## src/rtl/rr_arbiter_16.sv

```systemverilog
// Round-robin arbiter for 16 requesters with a bounded grant tenure and a
// mandatory dead cycle between grants; drives a registered index and one-hot select.
module rr_arbiter_16 #(
  parameter int unsigned MAX_HOLD = 8
) (
  input  logic        clk,
  input  logic        rst,
  input  logic        en,
  input  logic [15:0] req,
  output logic        grant_valid,
  output logic [3:0]  grant_idx,
  output logic [15:0] grant,
  output logic        busy
);

  localparam int unsigned N  = 16;
  localparam int unsigned IW = 4;
  localparam int unsigned CW = 8;

  localparam logic [CW-1:0] MAX_HOLD_C = CW'(MAX_HOLD);
  localparam logic [CW-1:0] CNT_SAT    = '1;
  localparam logic [IW-1:0] IDX_LAST   = '1;

  typedef enum logic [1:0] {
    S_IDLE  = 2'd0,
    S_GRANT = 2'd1,
    S_GAP   = 2'd2
  } state_e;

  state_e          state_q, state_d;
  logic            grant_valid_q, grant_valid_d;
  logic [IW-1:0]   grant_idx_q, grant_idx_d;
  logic [N-1:0]    grant_q, grant_d;
  logic            busy_q, busy_d;
  logic [CW-1:0]   hold_cnt_q, hold_cnt_d;
  logic [IW-1:0]   last_idx_q, last_idx_d;

  logic            win_found;
  logic [IW-1:0]   win_idx;
  logic [IW-1:0]   cand;
  logic            limit_hit;
  logic            owner_req;

  // Rotating first-set search starting just above the last winner.
  always_comb begin
    win_found = 1'b0;
    win_idx   = '0;
    cand      = '0;
    for (int i = 0; i < N; i++) begin
      cand = last_idx_q + IW'(i + 1);
      if (!win_found && req[cand]) begin
        win_found = 1'b1;
        win_idx   = cand;
      end
    end
  end

  assign owner_req = req[grant_idx_q];
  assign limit_hit = (MAX_HOLD != 0) && (hold_cnt_q >= MAX_HOLD_C);

  // Next-state and registered output values.
  always_comb begin
    state_d       = state_q;
    grant_valid_d = grant_valid_q;
    grant_idx_d   = grant_idx_q;
    grant_d       = grant_q;
    busy_d        = busy_q;
    hold_cnt_d    = hold_cnt_q;
    last_idx_d    = last_idx_q;

    unique case (state_q)
      S_IDLE: begin
        grant_valid_d = 1'b0;
        grant_d       = '0;
        busy_d        = 1'b0;
        if (en && win_found) begin
          state_d          = S_GRANT;
          grant_valid_d    = 1'b1;
          grant_idx_d      = win_idx;
          grant_d          = '0;
          grant_d[win_idx] = 1'b1;
          busy_d           = 1'b1;
          hold_cnt_d       = CW'(1);
          last_idx_d       = win_idx;
        end
      end

      S_GRANT: begin
        if (!owner_req || limit_hit) begin
          state_d       = S_GAP;
          grant_valid_d = 1'b0;
          grant_d       = '0;
          busy_d        = 1'b1;
        end else if (hold_cnt_q != CNT_SAT) begin
          hold_cnt_d = hold_cnt_q + CW'(1);
        end
      end

      S_GAP: begin
        state_d       = S_IDLE;
        grant_valid_d = 1'b0;
        grant_d       = '0;
        busy_d        = 1'b0;
      end

      default: begin
        state_d       = S_IDLE;
        grant_valid_d = 1'b0;
        grant_d       = '0;
        busy_d        = 1'b0;
      end
    endcase
  end

  always_ff @(posedge clk) begin
    if (rst) begin
      state_q       <= S_IDLE;
      grant_valid_q <= 1'b0;
      grant_idx_q   <= '0;
      grant_q       <= '0;
      busy_q        <= 1'b0;
      hold_cnt_q    <= '0;
      last_idx_q    <= IDX_LAST;
    end else begin
      state_q       <= state_d;
      grant_valid_q <= grant_valid_d;
      grant_idx_q   <= grant_idx_d;
      grant_q       <= grant_d;
      busy_q        <= busy_d;
      hold_cnt_q    <= hold_cnt_d;
      last_idx_q    <= last_idx_d;
    end
  end

  assign grant_valid = grant_valid_q;
  assign grant_idx   = grant_idx_q;
  assign grant       = grant_q;
  assign busy        = busy_q;

endmodule
```

## config.mk

```make
export PLATFORM = sky130hd
export DESIGN_NAME = rr_arbiter_16
export DESIGN_NICKNAME = d
export VERILOG_FILES = /design/src/rtl/rr_arbiter_16.sv
export SDC_FILE = /design/constraint.sdc
export NUM_CORES = 1
export LEC_CHECK = 0
export ABC_AREA = 1
export ABC_CLOCK_PERIOD_IN_PS = 10950
export CAP_MARGIN = 20
export CORE_AREA = 2 2 78 80
export CTS_CLUSTER_SIZE = 30
export DETAILED_ROUTE_END_ITERATION = 8
export DIE_AREA = 0 0 80 82
export GPL_TIMING_DRIVEN = 0
export HOLD_SLACK_MARGIN = 0.08
export PLACE_DENSITY = 0.86
export SLEW_MARGIN = 10
export SYNTH_ARGS = -nofsm -noshare
export SYNTH_HDL_FRONTEND = slang
export SYNTH_SLANG_ARGS = --single-unit
```

## constraint.sdc

```tcl
create_clock -name clk -period 10.95 [get_ports clk]
set_clock_uncertainty 0.2 [all_clocks]
set_input_delay 2.19 -clock clk [delete_from_list [all_inputs] [get_ports clk]]
set_output_delay 2.19 -clock clk [all_outputs]
set_load 0.005 [all_outputs]
```

==> results of run 1 <==
-- critical path: stages --
cell and delay [ps]:
clkdlybuf4s50_1 480, nand2_1 120, nand3_1 80, nand2_1 130, nand2_1 90, nand3_2 120
nand2_2 110, nor2_8 180, nand4_4 150, nor2_4 160, nand4_2 130, nor2_2 140
nand4_2 130, nor2_4 220, nand3b_1 160, nand2_2 150, inv_4 90, buf_6 150
nand2_4 100, nor2_2 50, nand2_1 60, a21oi_1 60
-- flip-flops by register name, summed over array words and instances (netlist names) --
| register | flops |
|---|---|
| state_q | 2 |
| grant_idx | 4 |
| hold_cnt_q | 8 |
| last_idx_q | 4 |
| busy | 1 |
| grant_valid | 1 |
| grant | 16 |
-- per-layer routing --
layer | track usage, % | wire length (um)
met5 | 0 | 0
met4 | 11.69 | 315
met3 | 3.956 | 569
met2 | 57.17 | 4853
met1 | 37.00 | 4208
-- cells in the final DEF, fill, tap and decap left out, types with 6 or more instances in the layout --
cell type / synthesis / layout
a21oi_1: 19 / 19
a21oi_2: 9 / 9
clkbuf_1: 6 / 6
clkbuf_8: 0 / 7
clkdlybuf4s50_1: 0 / 40
dfxtp_1: 36 / 36
ha_1: 10 / 10
inv_1: 49 / 49
nand2_1: 151 / 151
nand2_2: 8 / 8
nand2_4: 6 / 6
nand3_1: 100 / 100
nand3_2: 6 / 6
nand4_1: 22 / 22
nor2_1: 48 / 48
o21ai_0: 7 / 7
-- kinds of logic (layout without fill, tap and decap cells) --
logic type      count (synthesis)  count (layout)  share of synthesized area (%)
buf+inv                        78             126                          9.724
flops                          36              36                          20.67
xor+xnor                        8               8                          2.656
fa+ha+maj                      10              10                          3.588
simple gates                  365             365                          51.96
compound gates                 61              61                          11.41
-- worst max-delay path by stage --
| stage | slack, ps | cells past startpoint | to |
|---|---|---|---|
| floorplan | 6370 | 21 | grant[14] |
| global placement | 5440 | 22 | grant[1] |
| detailed placement | 5380 | 22 | grant[2] |
| CTS | 5670 | 22 | grant[13] |
| global route | 5290 | 19 | grant[0] |
| finish | 5630 | 22 | grant[13] |
-- cell type report --
cell class,count,area (um2),share of cell area (%)
multi-input cells,444,2427,59.09
repair buffers,40,400.4,9.747
well taps,75,93.84,2.284
inverters,61,236.5,5.757
plain buffers,17,102.6,2.498
clock inverters,1,30.03,0.7310
flip-flops and latches,36,720.7,17.54
clock buffers,7,96.34,2.345
-- through the flow --
| step | setup WS [ps] | hold WS [ps] | area [um2] | instances | util (%) |
|---|---|---|---|---|---|
| 6_report | 5625 | 259.7 | 4108 | 681 | 71.49 |
| 5_1_grt | 5288 | 271.4 | 4108 | 681 | 71.49 |
| 4_1_cts | 5667 | 255.9 | 4108 | 681 | 71.49 |
| 3_5_place_dp | 5381 | 237.9 | 3981 | 673 | 69.29 |
| 3_3_place_gp | 5439 | 234.0 | 3981 | 673 | 69.29 |
| 2_1_floorplan | 6365 | 223.9 | 3487 | 558 | - |
==> flow_summary.rst, run 1 <==
.. list-table::
   :header-rows: 1

   * - Metric
     - Value
   * - Launch point of the worst reg-to-reg path
     - last_idx_q[1]
   * - Ports placed on the boundary
     - 41
   * - Category of the worst setup path launch point
     - primary input
   * - Wire length of the first global-routing pass
     - 16,310 um
   * - Area growth from synthesis to layout
     - 17.80%
   * - Last weighted congestion value of the routability-driven placer
     - 0.9259
   * - Cell chosen for the clock root
     - clkbuf_8
   * - Largest net degree at the start of global routing
     - 14
   * - Core Region
     - 0.005746 mm2
   * - Class of the tightest hold or removal check
     - reg -> reg
   * - Net count after synthesis
     - 587
   * - Number of hold-slack violations in the final timing report
     - 0
   * - Number of enable flip-flop cells after synthesis
     - 0
   * - Max Cap Viol
     - 0
   * - Most repeated cell in the gate-level netlist after synthesis
     - nand2_1
   * - Remaining max-slew budget at the tightest pin
     - 51.38%
   * - Number of buffers inserted during clock tree synthesis
     - 5
   * - Antenna-violating nets left
     - 0
   * - Cell count after synthesis
     - 558
   * - Clock sink count
     - 36
   * - Peak Freq
     - 187.8 MHz
   * - Final HPWL DP
     - 7701 um
   * - Final net count
     - 634
   * - Initial antenna violation count
     - 0
   * - Reg2Reg Setup Slack
     - 6480 ps
   * - Residual DRC
     - 0
   * - Total inserted antenna cells
     - 0
   * - Initial detailed-routing violation count
     - 310
   * - Final Slew Violations
     - 0
   * - Mean area per synthesized cell
     - 6.249 um2
   * - Path type of the worst setup path
     - in -> reg
   * - Total setup violations reported at the end of the flow
     - 0
   * - Worst-path maximum fanout
     - 10
   * - Critical Path RT
     - 10,910 ps
   * - Post-synth cell types
     - 46
   * - Post_cts resized
     - 0
   * - Total via count after detailed routing
     - 3,919
   * - Overall die height
     - 82 um
   * - Fraction of registers with async set/reset
     - 0%
   * - Site row count
     - 28
   * - Hold Crit Start
     - state_q[1]
   * - Initial cell density of the core
     - 60.69%
   * - Clock Path Buffers
     - 2
   * - Cell type with the largest total area after synthesis
     - dfxtp_1
   * - Predominant post-synthesis flop cell
     - dfxtp_1
   * - Reg-to-reg endpoint
     - grant[13]
   * - Proportion of layout cells with a drive suffix above 1
     - 13.04%
   * - Slew at the pin with the worst max-slew slack
     - 721.7 ps
   * - Cells taking the most area after synthesis
     - dfxtp_1 (21%), nand2_1 (16%), nand3_1 (14%)
   * - Commonest cells in the netlist
     - nand2_1 (151), nand3_1 (100), inv_1 (49)
   * - Total overflow reported by the global router
     - 0
   * - Unrepaired setup endpoints after global routing
     - false
   * - All-layer global routing usage
     - 31.15%
   * - Crit path launch
     - req[13]
   * - Post-detailed-route wirelength per cell
     - 14.61 um
   * - Chip Width
     - 80 um
   * - Total Die Area
     - 0.006560 mm2
   * - Number of synthesized register bits
     - 36
   * - Number of hold-repair buffers added at the cts stage
     - 0
   * - Count of filler cells inserted in the layout
     - 477
   * - Fraction of the yosys area taken by sequential cells
     - 20.67%
   * - Sum of routed wire length over all layers
     - 9947 um
   * - YS warnings
     - 0
   * - Sum Neg Setup Slack
     - 0 ps
   * - Number of global-route vias before repair
     - 3,614
   * - Final worst path period need
     - 5325 ps
   * - Ratio of routed vias to standard cells
     - 5.755
   * - Synth top area share
     - 20.67%
   * - Clock Latency Late Sink
     - 280 ps
   * - Worst hold path cell count
     - 1
   * - Result of the run
     - finished, final reports clean
   * - Number of H-tree levels
     - 2
   * - Part of the cycle the worst path needs
     - 48.63%
   * - Port bufs
     - 40
   * - WHS Endpoint
     - state_q[1]
   * - Post-synthesis instance area
     - 0.003487 mm2
   * - Detailed-router iteration count before antenna repair
     - 6
   * - Sort of element at the end of the critical path
     - flop
   * - CTS tree
     - done
   * - Worst Path Arrival
     - 5280 ps
   * - Clock edge transition at the registers on the reported setup and hold paths
     - 70 ps
   * - R2R cell count
     - 24
   * - Post CTS Setup Buffer Count
     - 0
Power of run 1 is not shown: default switching activity piles up to over one toggle a cycle in this logic, so the estimate is an artifact.
==> run 2: changes to the inputs <==
Settings changed: ABC_CLOCK_PERIOD_IN_PS 10950 to 5000, CORE_AREA 2 2 78 80 to 2 2 82 84, DIE_AREA 0 0 80 82 to 0 0 84 86, PLACE_DENSITY 0.86 to 0.79.
Clock period 10.95 ns to 5 ns, I/O delays scaled along.
==> flow_summary.rst, run 2 (synthesis results as in run 1) <==
.. list-table::
   :header-rows: 1

   * - Metric
     - Value
   * - Slew at the pin with the worst max-slew slack
     - 724.6 ps (+2.872 ps)
   * - Chip Width
     - 84 um (+5.0%)
   * - Initial antenna violation count
     - 0 (unchanged)
   * - Commonest non-fill, non-tap cells in the layout
     - nand2_1 (151), nand3_1 (100), inv_1 (49)
   * - Total setup violations reported at the end of the flow
     - 0 (unchanged)
   * - Clock sink count
     - 36 (unchanged)
   * - Total Die Area
     - 0.007224 mm2 (+10%)
   * - CTS tree
     - done
   * - Core Region
     - 0.006277 mm2 (+9.3%)
   * - Leading cell type in the layout, fill and taps excluded
     - nand2_1
   * - Remaining max-slew budget at the tightest pin
     - 51.37% (about the same)
   * - Clock edge transition at the registers on the reported setup and hold paths
     - 70 ps (about the same)
   * - Post_cts resized
     - 0 (unchanged)
   * - Sum Neg Setup Slack
     - 0 ps (unchanged)
   * - Unrepaired setup endpoints after global routing
     - false
   * - Class of the tightest hold or removal check
     - reg -> reg
   * - Peak Freq
     - 220.4 MHz
   * - Category of the worst setup path launch point
     - flop
   * - Port bufs
     - 40 (unchanged)
   * - Number of hold-slack violations in the final timing report
     - 0 (unchanged)
   * - Number of H-tree levels
     - 2 (unchanged)
   * - Post CTS Setup Buffer Count
     - 0 (unchanged)
   * - Final HPWL DP
     - 8048 um (+4.5%)
   * - Largest net degree at the start of global routing
     - 14 (unchanged)
   * - Area growth from synthesis to layout
     - 16.94%
   * - Ports placed on the boundary
     - 41 (unchanged)
   * - Clock Path Buffers
     - 2 (unchanged)
   * - Ratio of routed vias to standard cells
     - 5.671 (-1.5%)
   * - Worst Path Arrival
     - 4490 ps (-790 ps)
   * - Post-detailed-route wirelength per cell
     - 14.77 um (+1.1%)
   * - Cell chosen for the clock root
     - clkbuf_8
   * - Last weighted congestion value of the routability-driven placer
     - 0.9542 (+3.1%)
   * - Wire length of the first global-routing pass
     - 16,910 um (+3.7%)
   * - Sort of element at the end of the critical path
     - flop
   * - Path type of the worst setup path
     - reg -> reg
   * - Critical Path RT
     - 4950 ps (-5960 ps)
   * - Antenna-violating nets left
     - 0 (unchanged)
   * - Total inserted antenna cells
     - 0 (unchanged)
   * - Worst-path maximum fanout
     - 13 (+3)
   * - Final worst path period need
     - 4536 ps
   * - Sum of routed wire length over all layers
     - 10,090 um (+1.4%)
   * - Number of buffers inserted during clock tree synthesis
     - 5 (unchanged)
   * - Flip-flop count of the largest register after layout
     - 16 (unchanged)
   * - Result of the run
     - finished, final reports clean
   * - Total overflow reported by the global router
     - 0 (unchanged)
   * - Max Cap Viol
     - 0 (unchanged)
   * - Residual DRC
     - 0 (unchanged)
   * - Initial cell density of the core
     - 55.55% (-5.1 points)
   * - All-layer global routing usage
     - 28.61% (-2.5 points)
   * - Overall die height
     - 86 um (+4.9%)
   * - Detailed-router iteration count before antenna repair
     - 6 (unchanged)
   * - Final net count
     - 634 (unchanged)
   * - Site row count
     - 29 (+3.6%)
   * - Part of the cycle the worst path needs
     - 90.73%
   * - Total via count after detailed routing
     - 3,873 (-1.2%)
   * - Proportion of layout cells with a drive suffix above 1
     - 12.87% (-0.17 points)
   * - Final Slew Violations
     - 0 (unchanged)
   * - Number of global-route vias before repair
     - 3,627 (+0.36%)
   * - Initial detailed-routing violation count
     - 338 (+9.0%)
   * - Clock Latency Late Sink
     - 280 ps (about the same)
   * - Number of hold-repair buffers added at the cts stage
     - 0 (unchanged)
-- run 2: cell types whose count changed in the layout (fill, tap and decap cells not counted) --
cell and change:
clkbuf_8 -1, bufinv_16 -1, clkinvlp_4 +1, clkbuf_1 +1
-- run 2: per-layer routing --
layer | global-route usage, % | routed length, um
met1 | 34.15 | 4185
met2 | 51.49 | 4911
met3 | 3.657 | 621
met4 | 12.61 | 369
met5 | 0 | 0
-- run 2: final timing paths --
check / startpoint / end / slack [ps] / cells past startpoint
min: state_q[1] / state_q[1] / 260 / 1
max reg2reg: last_idx_q[1] / grant[1] / 460 / 24
min reg2reg: state_q[1] / state_q[1] / 260 / 1
max: last_idx_q[1] / grant[1] / 460 / 24
-- run 2: worst max-delay path: stages, from the launching register on --
cell	delay [ps]
dfxtp_1	510
inv_1	150
buf_2	250
ha_1	310
clkbuf_1	380
inv_1	230
nand3_1	190
nand2_1	90
nand2_1	80
nand2_2	120
nor2_8	180
nand4_4	130
nor2_4	140
nand4_2	140
nor2_2	140
nand4_2	130
nor2_4	220
nand3b_1	160
nand2_2	160
inv_4	90
buf_6	150
nand2_4	100
nor2_2	50
nand2_1	60
a21oi_1	70
-- run 2: cell type report --
type / count / area, um2
inverters: 61 / 236.5
repair buffers: 40 / 400.4
clock inverters: 1 / 7.507
multi-input cells: 444 / 2427
fillers: 587 / 2200
flip-flops and latches: 36 / 720.7
plain buffers: 17 / 102.6
well taps: 77 / 96.34
clock buffers: 7 / 86.33
-- run 2: through the flow --
| step | hold WS [ps] | setup WS (ps) | util, % | cells | cell area (um2) |
|---|---|---|---|---|---|
| 5_1_grt | 277.0 | 122.9 | 64.96 | 683 | 4078 |
| 2_1_floorplan | 223.9 | 1364 | - | 558 | 3487 |
| 3_3_place_gp | 234.8 | 555.5 | 63.46 | 675 | 3984 |
| 6_report | 256.7 | 463.7 | 64.96 | 683 | 4078 |
| 3_5_place_dp | 245.1 | 509.2 | 63.46 | 675 | 3984 |
| 4_1_cts | 256.6 | 485.1 | 64.96 | 683 | 4078 |
Power of run 2 is left out for the same reason.
==> run 3: changes to the inputs <==
Settings changed: CAP_MARGIN 20 to unset, CORE_AREA 2 2 82 84 to 2 2 114 61, DIE_AREA 0 0 84 86 to 0 0 116 63, REMOVE_ABC_BUFFERS set to 1.
==> flow_summary.rst, run 3 (synthesis results as in run 1) <==
.. list-table::
   :header-rows: 1

   * - Metric
     - Value
   * - Result of the run
     - finished, final reports clean
   * - Hold Crit Start
     - hold_cnt_q[4]
   * - Sort of element at the end of the critical path
     - flop
   * - Remaining max-slew budget at the tightest pin
     - 36.71% (-15 points)
   * - Max Cap Viol
     - 0 (unchanged)
   * - Unrepaired setup endpoints after global routing
     - false
   * - Critical path buffer and inverter count
     - 3 (-3)
   * - Critical Path RT
     - 5010 ps (+60 ps)
   * - Number of buffers inserted during clock tree synthesis
     - 5 (unchanged)
   * - Clock edge transition at the registers on the reported setup and hold paths
     - 60 ps (about the same)
   * - Core Region
     - 0.006359 mm2 (+1.3%)
   * - Clock Latency Late Sink
     - 280 ps (about the same)
   * - Initial cell density of the core
     - 54.84% (-0.71 points)
   * - Total via count after detailed routing
     - 3,925 (+1.3%)
   * - Clock Path Buffers
     - 2 (unchanged)
   * - Class of the tightest hold or removal check
     - reg -> reg
   * - Antenna-violating nets left
     - 0 (unchanged)
   * - Number of hold-slack violations in the final timing report
     - 0 (unchanged)
   * - Slowest-stage cell, CP
     - dfxtp_2
   * - Total inserted antenna cells
     - 0 (unchanged)
   * - CP dominant cell by count
     - nand3_1
   * - Site row count
     - 21 (-28%)
   * - Core utilization of the finished layout
     - 64.13% (-0.83 points)
   * - Launch point of the worst reg-to-reg path
     - last_idx_q[1]
   * - Number of H-tree levels
     - 2 (unchanged)
   * - Total setup violations reported at the end of the flow
     - 0 (unchanged)
   * - Cell-by-cell listing of the critical path
     - inv_1, ha_4, clkinvlp_4, nand3_1, nand3_1, nand2_1, nand2_2, nand2_4, inv_1, nand2_1, nand2_1, nand2_1, nand3_1, nor2_1, nand3_1, nor2_1, nand3_1, nor2_1, nand3_1, nor2_1, nand3_2, nor2_1, nand3_1, a21oi_1
   * - Ports placed on the boundary
     - 41 (unchanged)
   * - CTS tree
     - done
   * - Area growth from synthesis to layout
     - 16.94% (unchanged)
   * - Initial detailed-routing violation count
     - 493 (+46%)
   * - Number of hold-repair buffers added at the cts stage
     - 0 (unchanged)
   * - Final net count
     - 617 (-2.7%)
   * - Path type of the worst setup path
     - reg -> reg
   * - Final Slew Violations
     - 0 (unchanged)
   * - Worst Path Arrival
     - 4590 ps (+100 ps)
   * - Slew at the pin with the worst max-slew slack
     - 939.4 ps (+214.8 ps)
   * - Detailed-router iteration count before antenna repair
     - 7 (+1)
   * - Overall die height
     - 63 um (-27%)
   * - Commonest non-fill, non-tap cells in the layout
     - nand2_1 (151), nand3_1 (100), inv_1 (48), nor2_1 (48), clkdlybuf4s50_1 (39)
   * - Sum of routed wire length over all layers
     - 10,660 um (+5.7%)
   * - Clock sink count
     - 36 (unchanged)
   * - Final instance area
     - 0.004078 mm2 (unchanged)
   * - Initial antenna violation count
     - 0 (unchanged)
   * - Sum Neg Setup Slack
     - 0 ps (unchanged)
   * - Cell family with most CP delay
     - simple AND/OR/NAND/NOR gates
   * - Cell chosen for the clock root
     - clkbuf_16
   * - Worst-path maximum fanout
     - 18 (+5)
   * - Total overflow reported by the global router
     - 0 (unchanged)
   * - Part of the cycle the worst path needs
     - 91.60% (+0.87 points)
   * - Last weighted congestion value of the routability-driven placer
     - 0.9865 (+3.4%)
   * - Leading cell type in the layout, fill and taps excluded
     - nand2_1
   * - Ratio of routed vias to standard cells
     - 5.764 (+1.6%)
   * - Total Die Area
     - 0.007308 mm2 (+1.2%)
   * - Final worst path period need
     - 4580 ps (+43.67 ps)
   * - All-layer global routing usage
     - 29.49% (+0.89 points)
   * - Port bufs
     - 40 (unchanged)
   * - Residual DRC
     - 0 (unchanged)
   * - Chip Width
     - 116 um (+38%)
   * - Area after detailed placement
     - 0.003900 mm2 (-2.1%)
   * - Number of global-route vias before repair
     - 3,471 (-4.3%)
   * - Proportion of layout cells with a drive suffix above 1
     - 12.22% (-0.65 points)
   * - Hold Slack
     - 261.3 ps (+4.658 ps)
   * - Flip-flop count of the largest register after layout
     - 16 (unchanged)
   * - Post CTS Setup Buffer Count
     - 0 (unchanged)
   * - Peak Freq
     - 218.3 MHz (-0.95%)
   * - Wire length of the first global-routing pass
     - 17,080 um (+0.98%)
   * - Post-detailed-route wirelength per cell
     - 15.65 um (+6.0%)
   * - Max stage delay on crit path
     - 560 ps (+50 ps)
   * - Largest net degree at the start of global routing
     - 30 (+16)
   * - Crit path launch
     - last_idx_q[1]
   * - Final HPWL DP
     - 8162 um (+1.4%)
   * - Category of the worst setup path launch point
     - flop
run 3: cell types whose count changed in the layout (fill, tap and decap cells not counted), sizes merged:
cell and delta:
bufinv +1, clkinv +1, buf -10, clkdlybuf4s50 -1
clkbuf -7, inv -1
run 3: timing repair:
action / CTS / global route
cloned: 0 / 0
setup endpoints to repair: 34 / 34
gates resized for setup: 2 / 3
run 3: area by class of cell:
type / instances / area, um2
Sequential cell: 36 / 723.2
Inverter: 61 / 240.2
Clock buffer: 6 / 128.9
Tap cell: 92 / 115.1
Timing Repair Buffer: 40 / 395.4
Fill cell: 567 / 2281
Clock inverter: 2 / 35.03
Multi-Input combinational cell: 444 / 2440
run 3: worst reg2reg max path: cells and delay by family, from the launching register on:
family,cells,cell delay [ps]
compound gates,1,130
simple gates,19,2310
flops,1,560
fa+ha+maj,1,520
buf+inv,3,800
run 3: final timing paths:
| check | slack [ps] | cells after the start | to |
|---|---|---|---|
| setup reg to reg | 420 | 24 | grant[0] |
| hold reg to reg | 260 | 2 | hold_cnt_q[4] |
| hold / removal | 260 | 2 | hold_cnt_q[4] |
| setup / recovery | 420 | 24 | grant[0] |
run 3: metrics by stage:
step,worst slack (ps),std cells
after CTS,132.6,681
after global routing,74.82,681
after floorplan,964.6,541
final,420.0,681
after global placement,-58.81,673
after detailed placement,-241.0,673
run 3: routing by layer:
layer,up-vias,routed length [um],track usage [%]
li1,1925,-,-
met1,1742,5139,45.73
met2,246,4152,42.18
met3,12,1323,6.305
met4,0,46,4.167
met5,-,0,0
Power of run 3 is left out for the same reason.
